**src/rtl/lm70_read_sequencer_pkg.sv**
```systemverilog
// Shared types and default timing for the LM70 read sequencer.
package lm70_read_sequencer_pkg;

    typedef enum logic [2:0] {
        StIdle,
        StSetup,
        StShift,
        StHold,
        StGap
    } state_e;

    localparam int unsigned DefHalfPeriod = 2;
    localparam int unsigned DefCsSetup    = 2;
    localparam int unsigned DefMinGap     = 4;
    localparam int unsigned DefInterval   = 1000;
    localparam int unsigned Nbits         = 16;

    // The LM70 always returns ones in bits [4:2]; their absence means a bad read.
    localparam int unsigned Lm70OnesLsb   = 2;
    localparam int unsigned Lm70OnesWidth = 3;

endpackage

```
**src/rtl/lm70_interval_timer.sv**
```systemverilog
// Periodic request timer plus the single-entry pending request flag.
module lm70_interval_timer
    import lm70_read_sequencer_pkg::*;
#(
    parameter int unsigned INTERVAL = DefInterval
) (
    input  logic clk,
    input  logic rst_n,
    input  logic ena,
    input  logic auto_en,
    input  logic start_req,
    input  logic idle,
    output logic launch,
    output logic req_dropped
);

    localparam int unsigned CntW = $clog2(INTERVAL);

    logic [CntW-1:0] cnt_q;
    logic            pending_q;
    logic            wrap;
    logic            new_req;

    assign wrap    = auto_en && ena && (cnt_q == CntW'(INTERVAL - 1));
    // A manual request on the wrap edge merges with the auto request.
    assign new_req = start_req || wrap;
    assign launch  = idle && ena && (pending_q || new_req);

    always_ff @(posedge clk or negedge rst_n) begin
        if (!rst_n) begin
            cnt_q       <= '0;
            pending_q   <= 1'b0;
            req_dropped <= 1'b0;
        end else begin
            if (!auto_en) begin
                cnt_q <= '0;
            end else if (ena) begin
                cnt_q <= wrap ? '0 : cnt_q + 1'b1;
            end
            pending_q   <= launch ? 1'b0 : (pending_q || new_req);
            req_dropped <= new_req && pending_q && !launch;
        end
    end

endmodule

```
**src/rtl/lm70_read_sequencer.sv**
```systemverilog
// LM70 SPI read controller: schedules reads, drives CS/SCK, captures the word MSB-first.
module lm70_read_sequencer
    import lm70_read_sequencer_pkg::*;
#(
    parameter int unsigned HALF_PERIOD = DefHalfPeriod,
    parameter int unsigned CS_SETUP    = DefCsSetup,
    parameter int unsigned MIN_GAP     = DefMinGap,
    parameter int unsigned INTERVAL    = DefInterval,
    parameter int unsigned NBITS       = Nbits
) (
    input  logic             clk,
    input  logic             rst_n,
    input  logic             ena,
    input  logic             auto_en,
    input  logic             start_req,
    input  logic             sio,
    output logic             cs_n,
    output logic             sck,
    output logic [NBITS-1:0] sample,
    output logic             sample_valid,
    output logic             busy,
    output logic             sensor_fault,
    output logic             req_dropped
);

    localparam int unsigned CntMax =
        (HALF_PERIOD > CS_SETUP) ? ((HALF_PERIOD > MIN_GAP) ? HALF_PERIOD : MIN_GAP)
                                 : ((CS_SETUP > MIN_GAP) ? CS_SETUP : MIN_GAP);
    localparam int unsigned CntW = $clog2(CntMax + 1);
    localparam int unsigned BitW = $clog2(NBITS);

    state_e            state_q;
    logic [CntW-1:0]   cnt_q;
    logic [BitW-1:0]   bit_q;
    logic [NBITS-1:0]  cap_q;
    logic              launch;
    logic              idle;

    function automatic logic word_fault(input logic [NBITS-1:0] w);
        return (&w) || (w[Lm70OnesLsb +: Lm70OnesWidth] != '1);
    endfunction

    assign idle = (state_q == StIdle);

    lm70_interval_timer #(
        .INTERVAL (INTERVAL)
    ) u_timer (
        .clk         (clk),
        .rst_n       (rst_n),
        .ena         (ena),
        .auto_en     (auto_en),
        .start_req   (start_req),
        .idle        (idle),
        .launch      (launch),
        .req_dropped (req_dropped)
    );

    always_ff @(posedge clk or negedge rst_n) begin
        if (!rst_n) begin
            state_q      <= StIdle;
            cnt_q        <= '0;
            bit_q        <= '0;
            cap_q        <= '0;
            cs_n         <= 1'b1;
            sck          <= 1'b0;
            sample       <= '0;
            sample_valid <= 1'b0;
            busy         <= 1'b0;
            sensor_fault <= 1'b0;
        end else begin
            sample_valid <= 1'b0;
            unique case (state_q)
                StIdle: begin
                    if (launch) begin
                        state_q <= StSetup;
                        cs_n    <= 1'b0;
                        busy    <= 1'b1;
                        cnt_q   <= '0;
                    end
                end
                StSetup: begin
                    if (cnt_q == CntW'(CS_SETUP - 1)) begin
                        state_q <= StShift;
                        cnt_q   <= '0;
                        bit_q   <= '0;
                    end else begin
                        cnt_q <= cnt_q + 1'b1;
                    end
                end
                StShift: begin
                    if (cnt_q == CntW'(HALF_PERIOD - 1)) begin
                        cnt_q <= '0;
                        if (!sck) begin
                            // Sample on the edge that raises SCK; sensor changes SIO on the fall.
                            sck   <= 1'b1;
                            cap_q <= {cap_q[NBITS-2:0], sio};
                        end else begin
                            sck <= 1'b0;
                            if (bit_q == BitW'(NBITS - 1)) begin
                                state_q <= StHold;
                            end else begin
                                bit_q <= bit_q + 1'b1;
                            end
                        end
                    end else begin
                        cnt_q <= cnt_q + 1'b1;
                    end
                end
                StHold: begin
                    state_q      <= StGap;
                    cs_n         <= 1'b1;
                    sample       <= cap_q;
                    sample_valid <= 1'b1;
                    sensor_fault <= word_fault(cap_q);
                    cnt_q        <= '0;
                end
                StGap: begin
                    if (cnt_q == CntW'(MIN_GAP - 1)) begin
                        state_q <= StIdle;
                        busy    <= 1'b0;
                    end else begin
                        cnt_q <= cnt_q + 1'b1;
                    end
                end
                default: state_q <= StIdle;
            endcase
        end
    end

endmodule

```
**config.mk**
```make
export PLATFORM = sky130hd
export DESIGN_NAME = lm70_read_sequencer
export DESIGN_NICKNAME = d
export VERILOG_FILES = /design/src/rtl/lm70_read_sequencer_pkg.sv /design/src/rtl/lm70_interval_timer.sv /design/src/rtl/lm70_read_sequencer.sv
export SDC_FILE = /design/constraint.sdc
export NUM_CORES = 1
export LEC_CHECK = 0
export BUFFER_PORTS_ARGS = -buffer_cell sky130_fd_sc_hd__buf_2
export CAP_MARGIN = 20
export CORE_MARGIN = 1.5
export CORE_UTILIZATION = 60
export CTS_BUF_LIST = sky130_fd_sc_hd__clkbuf_4 sky130_fd_sc_hd__clkbuf_8
export DETAILED_ROUTE_END_ITERATION = 12
export GPL_TIMING_DRIVEN = 1
export PLACE_DENSITY = 0.92
export SLEW_MARGIN = 0
export SYNTH_ARGS = -nofsm -noshare
export SYNTH_HDL_FRONTEND = slang
export SYNTH_SLANG_ARGS = --single-unit
```
**constraint.sdc**
```tcl
create_clock -name clk -period 2.86 [get_ports clk]
set_input_delay 0.572 -clock clk [delete_from_list [all_inputs] [get_ports clk]]
set_output_delay 0.572 -clock clk [all_outputs]
set_load 0.02 [all_outputs]
```
==> results of run 1 <==
[through the flow]
step,setup WS (ps),area (sq um)
6_report,899,3130
5_1_grt,796,3130
4_1_cts,901,3130
3_5_place_dp,924,2910
3_3_place_gp,978,2910
2_1_floorplan,1010,2740
[power groups by stage]
stage / logic, mW / clock network, mW / registers [mW]
6_report: 0.0492 / 0.804 / 0.859
5_1_grt: 0.0560 / 0.854 / 0.860
4_1_cts: 0.0504 / 0.815 / 0.859
3_5_place_dp: 0.0498 / 0 / 0.874
3_3_place_gp: 0.0483 / 0 / 0.873
2_1_floorplan: 0.0204 / 0 / 0.871
[path summary, 6_finish.rpt]
check,to,depth (start not counted),startpoint
hold reg to reg,sample[14]$_DFFE_PN0P_,2,sample[14]$_DFFE_PN0P_
setup / recovery,cap_q[10]$_DFFE_PN0P_,4,state_q[1]$_DFFE_PN0P_
min in group clk,cap_q[0]$_DFFE_PN0P_,2,sio
max in group asynchronous,cs_n$_DFFE_PN1P_,2,rst_n
setup reg to reg,cap_q[10]$_DFFE_PN0P_,4,state_q[1]$_DFFE_PN0P_
hold / removal,sck$_DFFE_PN0P_,1,rst_n
[kinds of logic after synthesis]
group | count (synthesis)
simple gates | 124
flops | 59
compound gates | 28
mux | 23
buf+inv | 16
fa+ha+maj | 5
xor+xnor | 4
[worst max-delay path, delay by kind of cell (launching register included)]
| kind | cells | cell delay (ps) |
|---|---|---|
| DFF | 1 | 570 |
| muxes | 1 | 410 |
| and+or+nand+nor | 3 | 870 |
[flip-flops by register name, indices dropped and copies added, names as in the netlist, 3 cells and up]
register       count
u_timer.cnt_q     10
state_q            3
sample            16
cap_q             16
cnt_q              3
bit_q              4
[Yosys cell counts, drive strengths merged, types with 3 or more instances]
library cell	count
ha	5
clkbuf	3
dfrtp	58
nand3	13
inv	7
nor2	12
nor3	5
nor2b	3
nand4	6
o21ai	8
buf	6
mux2	21
nor3b	3
nand2	65
a21oi	5
or3	4
[routing by layer]
layer	part of all wire, %	global-route usage [%]
met1	41	29.7
met2	49	40.0
met3	6.1	6.98
met4	3.3	15.7
met5	0	0
[placed cells by master (no fill, tap or decap), types with 3 or more instances in the layout]
cell type,netlist,layout
nand2_1,64,64
dfrtp_1,58,58
buf_2,3,27
mux2_2,16,16
nand3_1,13,13
clkbuf_8,0,12
nor2_1,11,11
o21ai_0,7,7
nand4_1,6,6
inv_1,5,5
ha_1,5,5
or3_1,4,4
a21oi_1,4,4
nor3_1,3,3
nor2b_1,3,3
mux2_4,3,3
[final cells by class]
cell class | count | area, sq um | share of cell area, %
repair buffers | 29 | 163 | 5.20
inverters | 7 | 26.3 | 0.840
clock inverters | 2 | 35.0 | 1.12
flip-flops and latches | 59 | 1480 | 47.2
multi-input cells | 184 | 1180 | 37.8
well taps | 52 | 65.1 | 2.08
clock buffers | 14 | 180 | 5.76
==> impl_metrics.py, run 1 <==
metrics = {
    "run_status": {
        "status": "complete, no violations",
    },
    "timing": {
        "finalCritPeriodShare_pct": 68.6,
        "fin_crit_ps": 1960,
        "fin_worst_skew_ps": 7.62,
        "finalSetupViolations": 0,
        "worst-slew-pin-transition_ps": 698,
        "fmax_mhz": 510,
        "drv_slew": 0,
        "final-hold-violation-count": 0,
        "maxSlewHeadroom_pct": 53.4,
        "setup_tns_ps": 0,
        "holdWs_ps": 271,
        "grt_setup_unrepaired": "false",
    },
    "clock_tree": {
        "clk-insertion-delay-late_ps": 350,
        "cts-hold-fix-buffers": 0,
        "cts_resized": 0,
        "cts_setup_buffers": 0,
        "clockRootBuffer": "clkbuf_8",
        "clockBufferDepth": 2,
        "htree_num_levels": 3,
        "clk_pin_slew_ps": 70,
        "cts_tree": "done",
        "clock-sinks": 59,
        "cts-buffers-inserted": 9,
    },
    "grt": {
        "antenna_found_initial": 0,
        "grt_pass1_vias": 2076,
        "gr-total-overflow": 0,
        "gr-usage-all-layers_pct": 24.9,
        "grt_first_pass_wirelength_um": 9540,
        "grt_max_degree": 32,
    },
    "layout": {
        "final_cells": 347,
        "fin_util_pct": 71.3,
        "nets": 301,
        "diodes": 0,
        "layout-drive-gt1-share_pct": 25.8,
        "n_fill_cell": 319,
        "syn_to_final_growth_pct": 14.3,
    },
    "critical_path": {
        "worstSetupPathType": "reg -> reg",
        "r2r_setup_slack_ps": 900,
        "crit_path_max_fanout": 16,
        "cpMaxStageDelayCell": "dfrtp_1",
        "cp.required_ps": 3080,
        "cp-start-kind": "register",
        "cp-end-kind": "register",
        "cp.arrival_ps": 2180,
        "max_stage_delay_ps": 570,
        "cp_cell_sequence": "nor3b_4 > nand2_2 > nor2_4 > mux2_2",
    },
    "route": {
        "num_vias": 2062,
        "wl_per_cell_um": 16.2,
        "firstDrtPassIters": 5,
        "vias_per_cell": 5.94,
        "ant_nets": 0,
        "drt_iter0_markers": 104,
        "drcViolationCount": 0,
        "postRouteWirelength_um": 5610,
    },
    "synthesis": {
        "synth-compound-area-share_pct": 7.31,
        "synth_fp_nets": 270,
        "synthArstFlopShare_pct": 100,
        "synthCells": 259,
        "syn_area_sq_um": 2740,
        "synth.top_cells.by_area": "dfrtp_1, nand2_1, mux2_2",
        "yosys.area.top_type": "dfrtp_1",
        "synth.avg_cell_area_sq_um": 10.6,
        "synth_top_family_by_area": "simple AND/OR/NAND/NOR gates",
        "synthMuxAreaShare_pct": 9.78,
        "netlist-cell-type-count": 53,
        "yosys.area_share.simple_pct": 22.5,
        "synth_xor_area_share_pct": 1.28,
        "synth_edf_count": 0,
        "ys_ff_latch": 59,
        "synth_warnings": 0,
        "synth-seq-area-share_pct": 54.0,
        "synth_top_area_share_pct": 53.0,
        "yosys.area_share.adder_pct": 2.29,
        "synth-main-ff-cell": "dfrtp_1",
    },
    "placed_design": {
        "io_buffers": 27,
        "placed_cells": 331,
        "dp_hpwl_um": 3740,
        "place_congestion": 0.836,
    },
    "pwr": {
        "cellPowerDensity_nw_per_um2": 547,
        "finalPower_mw": 1.71,
        "clkPwrFrac_pct": 47.0,
        "swShare_pct": 20.8,
        "switchingPower_mw": 0.356,
        "combPwrFrac_pct": 2.9,
        "peakVddDrop_uv": 327,
        "cellLeakagePower_nw": 1.51,
        "internal-power_mw": 1.36,
        "seqPwrFrac_pct": 50.2,
    },
    "floorplan": {
        "die_x_um": 70.5,
        "core_area_sq_um": 4380,
        "rows": 24,
        "ios": 28,
        "start_util_pct": 62.4,
        "design.die.area_sq_um": 4980,
        "die_y_um": 70.5,
    },
    "job": {
        "cap_viol_max_count": 0,
    },
    "worst_hold_path": {
        "min_path_type": "in -> async",
    },
}
(Power assumes the default switching activity.)
==> run 2: changes to the inputs <==
--- a/config.mk
+++ b/config.mk
@@ -8,11 +8,11 @@
 export BUFFER_PORTS_ARGS = -buffer_cell sky130_fd_sc_hd__buf_2
 export CAP_MARGIN = 20
 export CORE_MARGIN = 1.5
-export CORE_UTILIZATION = 60
+export CORE_UTILIZATION = 55
 export CTS_BUF_LIST = sky130_fd_sc_hd__clkbuf_4 sky130_fd_sc_hd__clkbuf_8
 export DETAILED_ROUTE_END_ITERATION = 12
 export GPL_TIMING_DRIVEN = 1
-export PLACE_DENSITY = 0.92
+export PLACE_DENSITY = 0.89
 export SLEW_MARGIN = 0
 export SYNTH_ARGS = -nofsm -noshare
 export SYNTH_HDL_FRONTEND = slang
==> constraint.sdc (replaced) <==
create_clock -name clk -period 1.64 [get_ports clk]
set_input_delay 0.328 -clock clk [delete_from_list [all_inputs] [get_ports clk]]
set_output_delay 0.328 -clock clk [all_outputs]
set_load 0.02 [all_outputs]
==> run 2 against run 1 <==
  * The flow now finishes with violations (negative setup slack)
  * Critical path type unchanged
  * Total power increased by 78%
  * Sequential share of layout area decreased by 6.2 points
  * Hold slack got worse by 53 ps
  * Die area increased by 8.7%
  * Sequential cell count unchanged
  * Combinational power increased by 130%
  * Critical endpoint is now cnt_q[0]$_DFFE_PN0P_
  * Largest power group unchanged
  * Critical path depth increased by 2
  * Register-to-register slack got worse by 1100 ps
  * Cell count increased by 14%
  * Fmax increased by 4.7%
  * Via count increased by 12%
==> impl_metrics.py, run 2 (synthesis gave the netlist of run 1 again) <==
metrics = {
    "critical_path": {
        "crit_path_max_fanout": 3,
        "timing.rr.end": "cnt_q[0]$_DFFE_PN0P_",
        "cp.required_ps": 1870,
        "cp.arrival_ps": 2100,
        "reg2reg_depth": 6,
        "reg2reg_from": "cnt_q[0]$_DFFE_PN0P_",
        "r2r_setup_slack_ps": -230,
        "cp-start-kind": "register",
        "worstSetupPathType": "reg -> reg",
        "cp-end-kind": "register",
    },
    "layout": {
        "register_area_sq_um": 1480,
        "final_cell_mix": "nand2_1, dfrtp_1, buf_4",
        "nets": 334,
        "diodes": 0,
        "final_cells": 395,
        "layout-drive-gt1-share_pct": 38.4,
        "final_common_cell": "nand2_1",
        "n_fill_cell": 300,
        "multi_input_area_sq_um": 1370,
        "syn_to_final_growth_pct": 31.5,
        "reg_top3": "cap_q: 16 flops, sample: 16 flops, u_timer.cnt_q: 10 flops",
    },
    "clock_tree": {
        "clk-insertion-delay-late_ps": 350,
        "clockRootBuffer": "clkbuf_8",
        "cts_tree": "done",
        "clk_pin_slew_ps": 60,
        "htree_num_levels": 3,
        "clock-sinks": 59,
        "cts-buffers-inserted": 9,
        "clockBufferDepth": 2,
    },
    "timing": {
        "worst-slew-pin-transition_ps": 517,
        "fin_worst_skew_ps": 9.03,
        "fmax_mhz": 534,
        "fin_crit_ps": 1870,
        "grt_setup_unrepaired": "true",
        "drv_slew": 0,
        "finalCritPeriodShare_pct": 114,
        "finalWorstSetupSlack_ps": -233,
        "maxSlewHeadroom_pct": 65.5,
        "finalSetupViolations": 20,
        "final-hold-violation-count": 0,
    },
    "route": {
        "drcViolationCount": 0,
        "num_vias": 2310,
        "postRouteWirelength_um": 7200,
        "ant_nets": 0,
        "drt_iter0_markers": 210,
        "firstDrtPassIters": 5,
        "wl_per_cell_um": 18.2,
        "vias_per_cell": 5.85,
    },
    "worst_hold_path": {
        "holdPathEnd": "cap_q[0]$_DFFE_PN0P_",
        "hold_depth": 2,
        "min_path_type": "in -> reg",
        "hp-start": "sio",
    },
    "grt": {
        "grt_max_degree": 60,
        "gr-usage-all-layers_pct": 26.3,
        "antenna_found_initial": 0,
        "grt_pass1_vias": 2231,
        "grt_first_pass_wirelength_um": 10500,
        "gr-total-overflow": 0,
    },
    "pwr": {
        "combPwrFrac_pct": 3.7,
        "internal-power_mw": 2.37,
        "seqPwrFrac_pct": 49.4,
        "peakVddDrop_uv": 1050,
        "switchingPower_mw": 0.671,
        "cellPowerDensity_nw_per_um2": 844,
        "cellLeakagePower_nw": 1.75,
        "finalPower_mw": 3.04,
        "clkPwrFrac_pct": 46.9,
        "swShare_pct": 22.1,
    },
    "floorplan": {
        "start_util_pct": 57.6,
        "core_area_sq_um": 4750,
        "die_x_um": 73.6,
        "die_y_um": 73.6,
        "ios": 28,
        "design.die.area_sq_um": 5410,
        "rows": 25,
    },
    "job": {
        "cap_viol_max_count": 0,
    },
    "run_status": {
        "status": "complete, but fails checks",
        "violations": "negative setup slack",
    },
    "placed_design": {
        "io_buffers": 27,
        "place_congestion": 0.873,
        "dp_hpwl_um": 4020,
        "placed_cells": 375,
    },
}
-- run 2: critical path: stages, from the launching register on --
cell,delay (ps)
dfrtp_1,390
ha_2,220
ha_4,170
or4b_4,500
o221ai_4,90
a21oi_4,80
mux2_4,310
-- run 2: power groups by stage --
| stage | Clock, mW | Sequential (mW) | Combinational, mW |
|---|---|---|---|
| 2_1_floorplan | 0 | 1.52 | 0.0412 |
| 3_3_place_gp | 0 | 1.52 | 0.101 |
| 3_5_place_dp | 0 | 1.52 | 0.104 |
| 4_1_cts | 1.44 | 1.50 | 0.107 |
| 5_1_grt | 1.50 | 1.50 | 0.126 |
| 6_report | 1.42 | 1.50 | 0.114 |
-- run 2: timing repair --
action / CTS / global route
pin swaps: 2 / 3
hold buffers: 1 / 0
setup endpoints to repair: 21 / 35
endpoints found under the hold margin: 58 / 0
setup buffers: 2 / 2
gates cloned: 1 / 0
gates resized for setup: 7 / 25
-- run 2: how the worst max path moves through the flow --
stage	cells after the start	to	from	slack (ps)
2_1_floorplan	6	cnt_q[0]$_DFFE_PN0P_	cnt_q[0]$_DFFE_PN0P_	-150
3_3_place_gp	6	cnt_q[2]$_DFFE_PN0P_	cnt_q[1]$_DFFE_PN0P_	-140
3_5_place_dp	6	cnt_q[1]$_DFFE_PN0P_	cnt_q[1]$_DFFE_PN0P_	-200
4_1_cts	6	cnt_q[1]$_DFFE_PN0P_	cnt_q[0]$_DFFE_PN0P_	-190
5_1_grt	6	cnt_q[1]$_DFFE_PN0P_	cnt_q[1]$_DFFE_PN0P_	-250
6_report	6	cnt_q[0]$_DFFE_PN0P_	cnt_q[0]$_DFFE_PN0P_	-230
-- run 2: per-layer routing --
| metal | vias to the layer above | track usage, % | wire length, um |
|---|---|---|---|
| li1 | 1033 | - | - |
| met1 | 1176 | 34.0 | 2990 |
| met2 | 85 | 41.8 | 3750 |
| met3 | 16 | 5.49 | 305 |
| met4 | 0 | 13.8 | 147 |
| met5 | - | 0 | 0 |
-- run 2: cell type report --
cell class	count	area share [%]
inverter	7	0.730
sequential	59	41.1
clock inverter	3	1.25
tap	67	2.33
clock buffer	13	4.80
timing repair buffer	62	11.9
multi-input combinational	184	37.9
-- run 2: per-stage QoR --
| step | instance area [sq um] | utilization (%) | setup WS [ps] | TNS [ps] | hold WS (ps) |
|---|---|---|---|---|---|
| 2_1_floorplan | 2800 | - | -149 | -647 | 32.4 |
| 3_3_place_gp | 3210 | 67.6 | -138 | -1420 | 353 |
| 3_5_place_dp | 3210 | 67.6 | -197 | -2640 | 354 |
| 4_1_cts | 3520 | 74.0 | -192 | -2260 | 203 |
| 5_1_grt | 3600 | 75.7 | -248 | -2830 | 208 |
| 6_report | 3600 | 75.7 | -233 | -2190 | 217 |
